`src/rtl/microcode_sequencer.sv`:
```
// ============================================================================
// Module   : microcode_sequencer
// Brief    : Microcoded fetch/execute sequencer emitting the CPU control vector.
//            Optional CALL/RET return stack enabled by defining MSEQ_CALL_EN.
// Revision : 1.0 - initial release
// ============================================================================
`default_nettype none

module microcode_sequencer #(
    parameter int DATA_W      = 8,
    parameter int STACK_DEPTH = 4
) (
    input  logic              clock,
    input  logic              reset,
    input  logic [DATA_W-1:0] bus_in,
    output logic [DATA_W-1:0] bus_out,
    output logic              bus_oe,
    input  logic              flag_carry,
    input  logic              flag_zero,
    output logic [14:0]       ctrl,
    output logic [2:0]        step,
    output logic              halted,
    output logic              stack_err
);

    localparam int ARG_W = DATA_W - 4;

    localparam int c_PC_READ   = 0;
    localparam int c_PC_WRITE  = 1;
    localparam int c_PC_INC    = 2;
    localparam int c_MEM_WADDR = 3;
    localparam int c_MEM_READ  = 4;
    localparam int c_MEM_WRITE = 5;
    localparam int c_A_READ    = 6;
    localparam int c_A_WRITE   = 7;
    localparam int c_B_READ    = 8;
    localparam int c_B_WRITE   = 9;
    localparam int c_ALU_READ  = 10;
    localparam int c_ALU_SUB   = 11;
    localparam int c_ALU_FLAGS = 12;
    localparam int c_INSTR_WR  = 13;
    localparam int c_INSTR_END = 14;

    localparam logic [3:0] c_OP_NOP = 4'h0;
    localparam logic [3:0] c_OP_LDA = 4'h1;
    localparam logic [3:0] c_OP_LDB = 4'h2;
    localparam logic [3:0] c_OP_STA = 4'h3;
    localparam logic [3:0] c_OP_STB = 4'h4;
    localparam logic [3:0] c_OP_LIA = 4'h5;
    localparam logic [3:0] c_OP_LIB = 4'h6;
    localparam logic [3:0] c_OP_ADD = 4'h7;
    localparam logic [3:0] c_OP_SUB = 4'h8;
    localparam logic [3:0] c_OP_TST = 4'h9;
    localparam logic [3:0] c_OP_JMP = 4'hA;
    localparam logic [3:0] c_OP_BRC = 4'hB;
    localparam logic [3:0] c_OP_BRZ = 4'hC;
    localparam logic [3:0] c_OP_EXT = 4'hD;
    localparam logic [3:0] c_OP_CAL = 4'hE;
    localparam logic [3:0] c_OP_HLT = 4'hF;

    logic [3:0]        r_op_q,        r_op_d;
    logic [ARG_W-1:0]  r_arg_q,       r_arg_d;
    logic [2:0]        r_step_q,      r_step_d;
    logic [DATA_W-1:0] r_ext_arg_q,   r_ext_arg_d;
    logic              r_ext_valid_q, r_ext_valid_d;
    logic              r_halted_q,    r_halted_d;

    logic [14:0]       w_ctrl;
    logic              w_bus_oe;
    logic [DATA_W-1:0] w_bus_out;
    logic              w_use_opnd;
    logic [DATA_W-1:0] w_opnd;

    assign w_opnd = r_ext_valid_q ? r_ext_arg_q : {4'b0000, r_arg_q};

`ifdef MSEQ_CALL_EN
    localparam int c_SP_W = $clog2(STACK_DEPTH);

    logic [DATA_W-1:0] r_stack_q [STACK_DEPTH];
    logic [c_SP_W:0]   r_sp_q,        r_sp_d;
    logic              r_stack_err_q, r_stack_err_d;
    logic [c_SP_W:0]   w_sp_m1;
    logic              w_full;
    logic              w_empty;
    logic              w_push;
    logic              w_pop;

    assign w_sp_m1 = r_sp_q - (c_SP_W + 1)'(1);
    assign w_full  = (r_sp_q == (c_SP_W + 1)'(STACK_DEPTH));
    assign w_empty = (r_sp_q == '0);
`endif

    always_comb begin
        w_ctrl        = '0;
        w_bus_oe      = 1'b0;
        w_bus_out     = '0;
        w_use_opnd    = 1'b0;
        r_op_d        = r_op_q;
        r_arg_d       = r_arg_q;
        r_step_d      = r_step_q + 3'd1;
        r_ext_arg_d   = r_ext_arg_q;
        r_ext_valid_d = r_ext_valid_q;
        r_halted_d    = r_halted_q;
`ifdef MSEQ_CALL_EN
        w_push        = 1'b0;
        w_pop         = 1'b0;
`endif
        if (r_halted_q) begin
            r_step_d = r_step_q;
        end else begin
            case (r_step_q)
                3'd0: begin
                    w_ctrl[c_PC_READ]   = 1'b1;
                    w_ctrl[c_MEM_WADDR] = 1'b1;
                end
                3'd1: begin
                    w_ctrl[c_MEM_READ] = 1'b1;
                    w_ctrl[c_INSTR_WR] = 1'b1;
                    w_ctrl[c_PC_INC]   = 1'b1;
                    {r_op_d, r_arg_d}  = bus_in;
                end
                3'd2: begin
                    case (r_op_q)
                        c_OP_NOP: begin
                            w_ctrl[c_INSTR_END] = 1'b1;
`ifdef MSEQ_CALL_EN
                            // RET: an empty stack returns address 0
                            if (r_arg_q == '1) begin
                                w_ctrl[c_PC_WRITE] = 1'b1;
                                w_bus_oe           = 1'b1;
                                w_bus_out          = w_empty ? '0 : r_stack_q[w_sp_m1[c_SP_W-1:0]];
                                w_pop              = 1'b1;
                            end
`endif
                        end
                        c_OP_LDA, c_OP_LDB, c_OP_STA, c_OP_STB: begin
                            w_ctrl[c_MEM_WADDR] = 1'b1;
                            w_use_opnd          = 1'b1;
                        end
                        c_OP_LIA: begin
                            w_ctrl[c_A_WRITE]   = 1'b1;
                            w_ctrl[c_INSTR_END] = 1'b1;
                            w_use_opnd          = 1'b1;
                        end
                        c_OP_LIB: begin
                            w_ctrl[c_B_WRITE]   = 1'b1;
                            w_ctrl[c_INSTR_END] = 1'b1;
                            w_use_opnd          = 1'b1;
                        end
                        c_OP_ADD, c_OP_SUB: begin
                            w_ctrl[c_ALU_READ]  = 1'b1;
                            w_ctrl[c_ALU_FLAGS] = 1'b1;
                            w_ctrl[c_A_WRITE]   = 1'b1;
                            w_ctrl[c_ALU_SUB]   = (r_op_q == c_OP_SUB);
                            w_ctrl[c_INSTR_END] = 1'b1;
                        end
                        c_OP_TST: begin
                            w_ctrl[c_ALU_SUB]   = 1'b1;
                            w_ctrl[c_ALU_FLAGS] = 1'b1;
                            w_ctrl[c_INSTR_END] = 1'b1;
                        end
                        c_OP_JMP, c_OP_BRC, c_OP_BRZ: begin
                            w_ctrl[c_INSTR_END] = 1'b1;
                            if ((r_op_q == c_OP_JMP) ||
                                (r_op_q == c_OP_BRC && flag_carry) ||
                                (r_op_q == c_OP_BRZ && flag_zero)) begin
                                w_ctrl[c_PC_WRITE] = 1'b1;
                                w_use_opnd         = 1'b1;
                            end
                        end
                        c_OP_EXT: begin
                            w_ctrl[c_PC_READ]   = 1'b1;
                            w_ctrl[c_MEM_WADDR] = 1'b1;
                        end
                        c_OP_CAL: begin
`ifdef MSEQ_CALL_EN
                            // bus carries the already-incremented PC here
                            w_ctrl[c_PC_READ] = 1'b1;
                            w_push            = 1'b1;
`else
                            w_ctrl[c_INSTR_END] = 1'b1;
`endif
                        end
                        default: begin
                            r_halted_d = 1'b1;
                            r_step_d   = r_step_q;
                        end
                    endcase
                end
                default: begin
                    w_ctrl[c_INSTR_END] = 1'b1;
                    case (r_op_q)
                        c_OP_LDA, c_OP_LDB: begin
                            w_ctrl[c_MEM_READ] = 1'b1;
                            w_ctrl[c_A_WRITE]  = (r_op_q == c_OP_LDA);
                            w_ctrl[c_B_WRITE]  = (r_op_q == c_OP_LDB);
                        end
                        c_OP_STA, c_OP_STB: begin
                            w_ctrl[c_MEM_WRITE] = 1'b1;
                            w_ctrl[c_A_READ]    = (r_op_q == c_OP_STA);
                            w_ctrl[c_B_READ]    = (r_op_q == c_OP_STB);
                        end
                        c_OP_EXT: begin
                            w_ctrl[c_MEM_READ] = 1'b1;
                            w_ctrl[c_PC_INC]   = 1'b1;
                            r_ext_arg_d        = bus_in;
                            r_ext_valid_d      = 1'b1;
                        end
`ifdef MSEQ_CALL_EN
                        c_OP_CAL: begin
                            w_ctrl[c_PC_WRITE] = 1'b1;
                            w_use_opnd         = 1'b1;
                        end
`endif
                        default: ;
                    endcase
                end
            endcase
        end

        if (w_ctrl[c_INSTR_END]) begin
            r_step_d = 3'd0;
            if (r_op_q != c_OP_EXT) begin
                r_ext_valid_d = 1'b0;
            end
        end

        if (w_use_opnd) begin
            w_bus_oe  = 1'b1;
            w_bus_out = w_opnd;
        end
    end

    always_ff @(posedge clock) begin
        if (reset) begin
            r_op_q        <= '0;
            r_arg_q       <= '0;
            r_step_q      <= '0;
            r_ext_arg_q   <= '0;
            r_ext_valid_q <= 1'b0;
            r_halted_q    <= 1'b0;
        end else begin
            r_op_q        <= r_op_d;
            r_arg_q       <= r_arg_d;
            r_step_q      <= r_step_d;
            r_ext_arg_q   <= r_ext_arg_d;
            r_ext_valid_q <= r_ext_valid_d;
            r_halted_q    <= r_halted_d;
        end
    end

`ifdef MSEQ_CALL_EN
    always_comb begin
        r_sp_d        = r_sp_q;
        r_stack_err_d = r_stack_err_q;
        if (w_push) begin
            if (w_full) r_stack_err_d = 1'b1;
            else        r_sp_d        = r_sp_q + (c_SP_W + 1)'(1);
        end
        if (w_pop) begin
            if (w_empty) r_stack_err_d = 1'b1;
            else         r_sp_d        = w_sp_m1;
        end
    end

    always_ff @(posedge clock) begin
        if (reset) begin
            r_sp_q        <= '0;
            r_stack_err_q <= 1'b0;
            for (int i = 0; i < STACK_DEPTH; i++) begin
                r_stack_q[i] <= '0;
            end
        end else begin
            r_sp_q        <= r_sp_d;
            r_stack_err_q <= r_stack_err_d;
            if (w_push && !w_full) begin
                r_stack_q[r_sp_q[c_SP_W-1:0]] <= bus_in;
            end
        end
    end

    assign stack_err = r_stack_err_q;
`else
    assign stack_err = 1'b0;
`endif

    assign ctrl    = reset ? '0 : w_ctrl;
    assign bus_oe  = reset ? 1'b0 : w_bus_oe;
    assign bus_out = reset ? '0 : w_bus_out;
    assign step    = r_step_q;
    assign halted  = r_halted_q;

endmodule

`default_nettype wire

```
`config.mk`:
```
export PLATFORM = sky130hd
export DESIGN_NAME = microcode_sequencer
export DESIGN_NICKNAME = d
export VERILOG_FILES = /design/src/rtl/microcode_sequencer.sv
export SDC_FILE = /design/constraint.sdc
export NUM_CORES = 1
export LEC_CHECK = 0
export BUFFER_PORTS_ARGS = -buffer_cell sky130_fd_sc_hd__buf_4
export CORE_MARGIN = 4
export CORE_UTILIZATION = 45
export DETAILED_ROUTE_END_ITERATION = 8
export PLACE_DENSITY = 0.74
export REMOVE_ABC_BUFFERS = 1
export SYNTH_ARGS = -nofsm -noshare
export SYNTH_HDL_FRONTEND = slang
export SYNTH_SLANG_ARGS = --single-unit
```
`constraint.sdc`:
```
create_clock -name clock -period 1.7 [get_ports clock]
set_input_delay 0.255 -clock clock [delete_from_list [all_inputs] [get_ports clock]]
set_output_delay 0.255 -clock clock [all_outputs]
set_load 0.01 [all_outputs]
```
==> flow_summary.html, run 1 <==
<table>
<tr><th>Metric</th><th>Value</th></tr>
<tr><th colspan="2">Power and ir drop</th></tr>
<tr><td>Total chip power</td><td>2.868 mW</td></tr>
<tr><td>Logic pwr share</td><td>just under 70%</td></tr>
<tr><td>Internal Pwr Total</td><td>1.594 mW</td></tr>
<tr><td>Leakage power of the design</td><td>1.034 nW</td></tr>
<tr><td>Fraction of power consumed by the clock network</td><td>under 10%</td></tr>
<tr><td>Psw</td><td>between 1 and 1.5 mW</td></tr>
<tr><td>Switching portion of total power</td><td>approximately 44%</td></tr>
<tr><td>Power density over the cells</td><td>~1200 nW/um^2</td></tr>
<tr><td>Worst voltage drop across the vdd grid</td><td>0.001005 V</td></tr>
<tr><td>Part of the total power dissipated in sequential elements</td><td>23.2%</td></tr>
<tr><th colspan="2">Worst setup path</th></tr>
<tr><td>Type of the setup path with the least slack</td><td>reg -&gt; out</td></tr>
<tr><td>Required time of the critical path</td><td>1.44 ns</td></tr>
<tr><td>Critical Path Fanout Max</td><td>5</td></tr>
<tr><td>Category of the worst setup path capture point</td><td>output port</td></tr>
<tr><td>Data arrival at the endpoint of the critical path</td><td>approximately 1.8 ns</td></tr>
<tr><td>Nature of the critical path startpoint</td><td>flop</td></tr>
<tr><th colspan="2">Logic synthesis</th></tr>
<tr><td>Mapped Avg Cell Area</td><td>7.652 um^2</td></tr>
<tr><td>Syn. warnings</td><td>0</td></tr>
<tr><td>Area fraction of the dominant cell type after synthesis</td><td>between 30% and 40%</td></tr>
<tr><td>Most frequently used flop master after synthesis</td><td>sky130_fd_sc_hd__dfxtp_1</td></tr>
<tr><td>Cell accounting for the most synthesized area</td><td>sky130_fd_sc_hd__dfxtp_1</td></tr>
<tr><td>Share of the yosys chip area belonging to registers</td><td>a little under a third</td></tr>
<tr><td>Largest cells by area after synthesis</td><td>sky130_fd_sc_hd__dfxtp_1, sky130_fd_sc_hd__mux2i_1, sky130_fd_sc_hd__a21oi_1</td></tr>
<tr><td>Top-count cell post-synth</td><td>sky130_fd_sc_hd__nor2_1</td></tr>
<tr><td>Post-Synthesis Cell Area</td><td>1385 um^2</td></tr>
<tr><td>EDFF count, synth</td><td>0</td></tr>
<tr><td>Flops &amp; latches, synth</td><td>21</td></tr>
<tr><td>Ys async rst share</td><td>0%</td></tr>
<tr><td>Number of instances in the synthesized netlist</td><td>181</td></tr>
<tr><td>Number of distinct library cells after synthesis</td><td>45</td></tr>
<tr><td>List of most frequent post-synthesis cells</td><td>sky130_fd_sc_hd__nor2_1, sky130_fd_sc_hd__dfxtp_1, sky130_fd_sc_hd__a21oi_1, sky130_fd_sc_hd__mux2i_1, sky130_fd_sc_hd__o21ai_0</td></tr>
<tr><th colspan="2">Clock network</th></tr>
<tr><td>Clock transition at the registers of the reported paths</td><td>around 0.11 ns</td></tr>
<tr><td>Number of sinks handled by clock tree synthesis</td><td>21</td></tr>
<tr><td>CTS Root Cell</td><td>sky130_fd_sc_hd__clkbuf_4</td></tr>
<tr><td>Worst skew pair latency</td><td>0.32 ns</td></tr>
<tr><td>Number of CTS-inserted buffers</td><td>3</td></tr>
<tr><td>CTS tree</td><td>yes</td></tr>
<tr><td>Buffer depth of the longest clock path</td><td>2</td></tr>
<tr><td>H-tree lvl count</td><td>1</td></tr>
<tr><td>Post-cts hold buffer count</td><td>0</td></tr>
<tr><th colspan="2">Run status</th></tr>
<tr><td>Violations in the final reports</td><td>setup timing</td></tr>
<tr><td>Result of the run</td><td>finished with violations</td></tr>
<tr><th colspan="2">STA</th></tr>
<tr><td>Post-layout minimum cycle time</td><td>2.095 ns</td></tr>
<tr><td>Setup repair after global routing missed its margin</td><td>true</td></tr>
<tr><td>Clock Skews</td><td>just under 0.009 ns</td></tr>
<tr><td>Final setup margin</td><td>-0.3950 ns</td></tr>
<tr><td>Total count of max-transition violations in the final report</td><td>0</td></tr>
<tr><td>Highest clock rate</td><td>0.4773 GHz</td></tr>
<tr><td>Final critical-path share of the clock period</td><td>123.2%</td></tr>
<tr><td>Final setup viols</td><td>32</td></tr>
<tr><td>Final-layout setup total negative slack</td><td>-8.387 ns</td></tr>
<tr><td>Final hold violation count</td><td>0</td></tr>
<tr><td>Post-Route Hold Slack</td><td>about 0.17 ns</td></tr>
<tr><th colspan="2">GRT</th></tr>
<tr><td>Number of antenna violations at the first check in global routing</td><td>0</td></tr>
<tr><td>Number of global-route vias before repair</td><td>1705</td></tr>
<tr><td>First-pass GRT wire length</td><td>8204 um</td></tr>
<tr><td>Total track usage</td><td>25.20%</td></tr>
<tr><td>Total global routing overflow</td><td>0</td></tr>
<tr><td>Maximum number of pins on one net before global-route repair</td><td>22</td></tr>
<tr><th colspan="2">Place</th></tr>
<tr><td>Placed Cells incl. Taps</td><td>261</td></tr>
<tr><td>Gpl congestion</td><td>0.7785</td></tr>
<tr><td>Area post-placement</td><td>1831 um^2</td></tr>
<tr><td>Placement-stage worst setup slack</td><td>-0.09730 ns</td></tr>
<tr><td>Half-perimeter wire length after detailed placement</td><td>approximately 3100 um</td></tr>
<tr><td>Input/output buffers</td><td>39</td></tr>
<tr><th colspan="2">Die</th></tr>
<tr><td>Die Area</td><td>4030 um^2</td></tr>
<tr><td>Cell row count</td><td>19</td></tr>
<tr><td>Effective utilization at floorplan</td><td>48.55%</td></tr>
<tr><td>Die extent in x</td><td>63.48 um</td></tr>
<tr><td>Floorplan core area</td><td>2853 um^2</td></tr>
<tr><td>Die boundary height</td><td>63.48 um</td></tr>
<tr><td>Num ports</td><td>41</td></tr>
<tr><th colspan="2">Route</th></tr>
<tr><td>Vias post-DR</td><td>around 1700</td></tr>
<tr><td>First-pass DRT Iterations</td><td>5</td></tr>
<tr><td>Starting DRT DRC Count</td><td>204</td></tr>
<tr><td>Vias per Instance</td><td>6.180</td></tr>
<tr><td>DRC violation count after routing</td><td>0</td></tr>
<tr><td>Routed wire length per instance</td><td>around 21 um</td></tr>
<tr><td>Wirelength, routed</td><td>5881 um</td></tr>
<tr><td>Routed Antenna Nets</td><td>0</td></tr>
<tr><th colspan="2">Cells and area</th></tr>
<tr><td>Layout filler cell count</td><td>153</td></tr>
<tr><td>Synth-to-layout area growth</td><td>71.73%</td></tr>
<tr><td>Utilization after layout</td><td>83.38%</td></tr>
<tr><td>Fraction of final layout cells sized beyond drive strength 1</td><td>57.94%</td></tr>
<tr><td>Ant. Diodes</td><td>0</td></tr>
<tr><td>Multi-input gate area</td><td>1146 um^2</td></tr>
<tr><td>Finished Cell Area</td><td>2379 um^2</td></tr>
<tr><td>Nets</td><td>~270</td></tr>
<tr><td>Sequential cell area</td><td>444.2 um^2</td></tr>
<tr><td>Count of non-filler cells in the finished layout</td><td>approximately 280</td></tr>
<tr><th colspan="2">Worst hold path</th></tr>
<tr><td>Tightest Hold Check Type</td><td>in -&gt; reg</td></tr>
<tr><th colspan="2">Flow run</th></tr>
<tr><td>Number of max-cap violations</td><td>0</td></tr>
</table>
area by class of cell:
| cell class | instances | area share [%] |
|---|---|---|
| flip-flops and latches | 21 | 18.67 |
| well taps | 31 | 1.631 |
| clock buffers | 3 | 0.9469 |
| multi-input cells | 135 | 48.19 |
| clock inverters | 1 | 0.2104 |
| inverters | 7 | 1.315 |
| repair buffers | 85 | 29.04 |
per-layer routing:
metal  GRT usage [%]  routed length (um)  up-vias
li1                -                   -      773
met1           27.66                2161      838
met2           46.41                3008      104
met3           6.217                 388       34
met4           8.895                 322        0
met5               0                   0        -
worst paths after layout:
path,start,endpoint,slack [ns],depth (start not counted)
worst min-delay path,bus_in[5],r_op_q[1],0.17,3
worst max register to register,r_op_q[1],r_ext_arg_q[2],-0.31,10
worst min register to register,r_arg_q[3],r_arg_q[3],0.52,2
worst max-delay path,r_op_q[1],ctrl[2],-0.39,7
cell usage in the layout (no fill, tap or decap), drive strengths merged, types with 3 or more instances in the layout:
cell    count
o21ai      12
nand3       3
dfxtp      21
mux2i      13
clkbuf      3
ha          4
nor2       24
nand2      12
and3        4
buf        85
a21oi      19
nor3        9
nand2b      3
inv         6
worst max-delay path: stages (launching register included):
cell                      delay [ns]
sky130_fd_sc_hd__dfxtp_4        0.37
sky130_fd_sc_hd__buf_6          0.12
sky130_fd_sc_hd__buf_4          0.13
sky130_fd_sc_hd__buf_6          0.13
sky130_fd_sc_hd__and4b_2        0.34
sky130_fd_sc_hd__o21ai_1        0.10
sky130_fd_sc_hd__a21oi_1        0.17
sky130_fd_sc_hd__buf_4          0.16
power groups by stage:
stage / Clock, mW / Sequential [mW] / Combinational, mW
after global placement: 0 / 0.641 / 1.17
after CTS: 0.253 / 0.656 / 1.53
after floorplan: 0 / 0.701 / 0.552
after global routing: 0.280 / 0.671 / 2.06
final: 0.254 / 0.666 / 1.95
after detailed placement: 0 / 0.647 / 1.21
registers in the layout, summed over array words and instances (netlist names):
signal and flops:
halted 1, r_arg_q 4, r_ext_arg_q 8, r_ext_valid_q 1, r_op_q 4, step 3
cell families after synthesis:
family | synth area share (%)
DFF | 30.35
muxes | 10.21
AOI/OAI and AO/OA | 18.43
buffers and inverters | 8.942
xor gates and xnor gates | 1.897
adders and majority gates | 3.614
and+or+nand+nor | 26.29
other | 0.2707
repair_timing:
action / CTS / global route
setup endpoints to repair: 34 / 37
setup buffers: 9 / 11
gates cloned: 0 / 0
gates resized for setup: 58 / 38
pin swaps: 18 / 16
(Power assumes the default switching activity.)
==> inputs of run 2 (changes only) <==
Settings changed: PLACE_DENSITY 0.74 to unset, PLACE_DENSITY_LB_ADDON set to 0.25.
==> run 2 against run 1 <==
- register-to-register slack gained 0.19 ns
- sequential cell count is the same
- the flow still finishes with violations (setup timing)
- worst hold slack lost 0.020 ns
- critical path type unchanged
==> flow_summary.html, run 2 (same netlist as run 1, synthesis figures left out) <==
<table>
<tr><th>Metric</th><th>Value</th></tr>
<tr><th colspan="2">Run status</th></tr>
<tr><td>Result of the run</td><td>finished with violations (unchanged)</td></tr>
<tr><td>Violations in the final reports</td><td>setup timing (unchanged)</td></tr>
<tr><th colspan="2">Route</th></tr>
<tr><td>First-pass DRT Iterations</td><td>4 (was 5)</td></tr>
<tr><td>Routed Antenna Nets</td><td>0 (unchanged)</td></tr>
<tr><td>DRC violation count after routing</td><td>0 (unchanged)</td></tr>
<tr><td>Starting DRT DRC Count</td><td>154 (was 204)</td></tr>
<tr><td>Vias post-DR</td><td>1773 (was 1749)</td></tr>
<tr><td>Vias per Instance</td><td>6.401 (was 6.180)</td></tr>
<tr><td>Routed wire length per instance</td><td>21.76 um (was 20.78 um)</td></tr>
<tr><td>Wirelength, routed</td><td>6027 um (was 5881 um)</td></tr>
<tr><th colspan="2">Worst hold path</th></tr>
<tr><td>HP Start</td><td>bus_in[5] (unchanged)</td></tr>
<tr><td>Tightest Hold Check Type</td><td>in -&gt; reg (unchanged)</td></tr>
<tr><th colspan="2">Worst setup path</th></tr>
<tr><td>Required time of the critical path</td><td>1.44 ns (about the same)</td></tr>
<tr><td>Category of the worst setup path capture point</td><td>output port (unchanged)</td></tr>
<tr><td>Type of the setup path with the least slack</td><td>reg -&gt; out (unchanged)</td></tr>
<tr><td>Worst setup path startpoint</td><td>r_op_q[1] (unchanged)</td></tr>
<tr><td>Nature of the critical path startpoint</td><td>flop (unchanged)</td></tr>
<tr><td>Cell-by-cell listing of the critical path</td><td>buf_6 &gt; nor3_1 &gt; o21ai_1 &gt; a311oi_2 &gt; nor2_1 &gt; buf_4 (was buf_6 &gt; buf_4 &gt; buf_6 &gt; and4b_2 &gt; o21ai_1 &gt; a21oi_1 &gt; buf_4)</td></tr>
<tr><td>Critical Path Max Stage Delay</td><td>0.40 ns (was 0.37 ns)</td></tr>
<tr><td>Origin of the critical flop-to-flop path</td><td>step[0] (was r_op_q[1])</td></tr>
<tr><td>Critical Path Fanout Max</td><td>7 (was 5)</td></tr>
<tr><td>Data arrival at the endpoint of the critical path</td><td>1.83 ns (was 1.84 ns)</td></tr>
<tr><td>Cell with the largest stage delay on the worst path</td><td>sky130_fd_sc_hd__dfxtp_4 (unchanged)</td></tr>
<tr><th colspan="2">Power and ir drop</th></tr>
<tr><td>Power density over the cells</td><td>1256 nW/um^2 (was 1206 nW/um^2)</td></tr>
<tr><td>Worst voltage drop across the vdd grid</td><td>0.001081 V (was 0.001005 V)</td></tr>
<tr><td>Leakage power of the design</td><td>1.002 nW (was 1.034 nW)</td></tr>
<tr><th colspan="2">Cells and area</th></tr>
<tr><td>Synth-to-layout area growth</td><td>70.19% (was 71.73%)</td></tr>
<tr><td>Ant. Diodes</td><td>0 (unchanged)</td></tr>
<tr><td>Registers with the most flip-flops</td><td>r_ext_arg_q x8, r_arg_q x4, r_op_q x4 (unchanged)</td></tr>
<tr><td>Utilization after layout</td><td>82.63% (was 83.38%)</td></tr>
<tr><td>Layout filler cell count</td><td>163 (was 153)</td></tr>
<tr><td>Highest-count cells in the layout ignoring fill and taps</td><td>sky130_fd_sc_hd__buf_4, sky130_fd_sc_hd__nor2_1, sky130_fd_sc_hd__buf_6 (unchanged)</td></tr>
<tr><td>Nets</td><td>263 (was 269)</td></tr>
<tr><td>Most frequent standard cell in the layout excluding fill and tap cells</td><td>sky130_fd_sc_hd__buf_4 (unchanged)</td></tr>
<tr><td>Count of non-filler cells in the finished layout</td><td>277 (was 283)</td></tr>
<tr><td>Fraction of final layout cells sized beyond drive strength 1</td><td>56.91% (was 57.94%)</td></tr>
<tr><td>Number of flip-flops under the largest register name</td><td>8 (unchanged)</td></tr>
<tr><td>Finished Cell Area</td><td>2357 um^2 (was 2379 um^2)</td></tr>
<tr><td>Most flops, register</td><td>r_ext_arg_q (unchanged)</td></tr>
<tr><th colspan="2">STA</th></tr>
<tr><td>Final-layout setup total negative slack</td><td>-6.526 ns (was -8.387 ns)</td></tr>
<tr><td>Final critical-path share of the clock period</td><td>122.6% (was 123.2%)</td></tr>
<tr><td>Total count of max-transition violations in the final report</td><td>0 (unchanged)</td></tr>
<tr><td>Final hold violation count</td><td>0 (unchanged)</td></tr>
<tr><td>Final setup viols</td><td>32 (unchanged)</td></tr>
<tr><td>Clock Skews</td><td>0.004863 ns (was 0.008817 ns)</td></tr>
<tr><td>Post-layout minimum cycle time</td><td>2.084 ns (was 2.095 ns)</td></tr>
<tr><td>Setup repair after global routing missed its margin</td><td>true (unchanged)</td></tr>
<tr><td>Highest clock rate</td><td>0.4799 GHz (was 0.4773 GHz)</td></tr>
<tr><td>Final setup margin</td><td>-0.3837 ns (was -0.3950 ns)</td></tr>
<tr><th colspan="2">Clock network</th></tr>
<tr><td>H-tree lvl count</td><td>1 (unchanged)</td></tr>
<tr><td>Number of sinks handled by clock tree synthesis</td><td>21 (unchanged)</td></tr>
<tr><td>Buffer depth of the longest clock path</td><td>2 (unchanged)</td></tr>
<tr><td>Post-cts hold buffer count</td><td>0 (unchanged)</td></tr>
<tr><td>CTS Root Cell</td><td>sky130_fd_sc_hd__clkbuf_4 (unchanged)</td></tr>
<tr><td>Clock transition at the registers of the reported paths</td><td>0.14 ns (was 0.11 ns)</td></tr>
<tr><td>Worst skew pair latency</td><td>0.33 ns (was 0.32 ns)</td></tr>
<tr><td>CTS tree</td><td>yes (unchanged)</td></tr>
<tr><td>Number of CTS-inserted buffers</td><td>3 (unchanged)</td></tr>
<tr><th colspan="2">Place</th></tr>
<tr><td>Input/output buffers</td><td>39 (unchanged)</td></tr>
<tr><td>Placed Cells incl. Taps</td><td>259 (was 261)</td></tr>
<tr><td>Area post-placement</td><td>1828 um^2 (was 1831 um^2)</td></tr>
<tr><td>Placement-stage worst setup slack</td><td>-0.08013 ns (was -0.09730 ns)</td></tr>
<tr><td>Gpl congestion</td><td>0.8068 (was 0.7785)</td></tr>
<tr><td>Half-perimeter wire length after detailed placement</td><td>2932 um (was 3068 um)</td></tr>
<tr><th colspan="2">GRT</th></tr>
<tr><td>Number of global-route vias before repair</td><td>1743 (was 1705)</td></tr>
<tr><td>First-pass GRT wire length</td><td>8079 um (was 8204 um)</td></tr>
<tr><td>Total global routing overflow</td><td>0 (unchanged)</td></tr>
<tr><td>Number of antenna violations at the first check in global routing</td><td>0 (unchanged)</td></tr>
<tr><td>Total track usage</td><td>24.92% (was 25.20%)</td></tr>
<tr><td>Maximum number of pins on one net before global-route repair</td><td>22 (unchanged)</td></tr>
<tr><th colspan="2">Die</th></tr>
<tr><td>Die Area</td><td>4030 um^2 (unchanged)</td></tr>
<tr><td>Floorplan core area</td><td>2853 um^2 (unchanged)</td></tr>
<tr><td>Effective utilization at floorplan</td><td>48.55% (unchanged)</td></tr>
<tr><td>Num ports</td><td>41 (unchanged)</td></tr>
<tr><td>Cell row count</td><td>19 (unchanged)</td></tr>
<tr><td>Die extent in x</td><td>63.48 um (unchanged)</td></tr>
<tr><td>Die boundary height</td><td>63.48 um (unchanged)</td></tr>
<tr><th colspan="2">Flow run</th></tr>
<tr><td>Number of max-cap violations</td><td>0 (unchanged)</td></tr>
</table>
-- run 2: through the flow --
stage	power, mW	hold slack, ns
floorplan	1.253	0.3241
global placement	1.828	0.4584
detailed placement	1.867	0.4756
CTS	2.545	0.1786
global route	3.081	0.1550
finish	2.960	0.1530
-- run 2: worst paths after layout --
kind	end	slack [ns]	cells past startpoint
worst max-delay path	ctrl[14]	-0.38	6
worst min-delay path	r_op_q[1]	0.15	3
worst max register to register	r_ext_arg_q[0]	-0.12	8
worst min register to register	r_ext_arg_q[4]	0.52	2
-- run 2: metal layers --
layer	part of all wire [%]	global-route usage, %	wire (um)
met4	5.0	11.32	301
met1	35	26.72	2117
met3	7.7	4.263	465
met2	52	46.81	3143
met5	0	0	0
-- run 2: final cells by class --
| class | count | area [um^2] | share of cell area [%] |
|---|---|---|---|
| multi-input combinational | 135 | 1144 | 48.51 |
| tap | 31 | 38.79 | 1.645 |
| clock inverter | 1 | 7.507 | 0.3185 |
| sequential | 21 | 444.2 | 18.84 |
| inverter | 7 | 33.78 | 1.433 |
| timing repair buffer | 79 | 666.9 | 28.29 |
| clock buffer | 3 | 22.52 | 0.9554 |
-- run 2: where the power goes --
group / leakage [nW] / internal [mW] / switching, mW
logic: 0.812 / 0.942 / 1.05
registers: 0.175 / 0.586 / 0.104
clock network: 0.0139 / 0.0903 / 0.187
-- run 2: what timing repair did --
item	CTS	global route
resized for setup	68	30
pin swaps	22	18
cloned	0	0
setup endpoints to repair	31	34
buffers inserted	11	6
-- run 2: critical path, delay by kind of cell (launching register included) --
kind                   cells  cell delay [ns]
buffers and inverters      2             0.29
AOI/OAI and AO/OA          2             0.47
DFF                        1             0.40
and+or+nand+nor            2             0.33
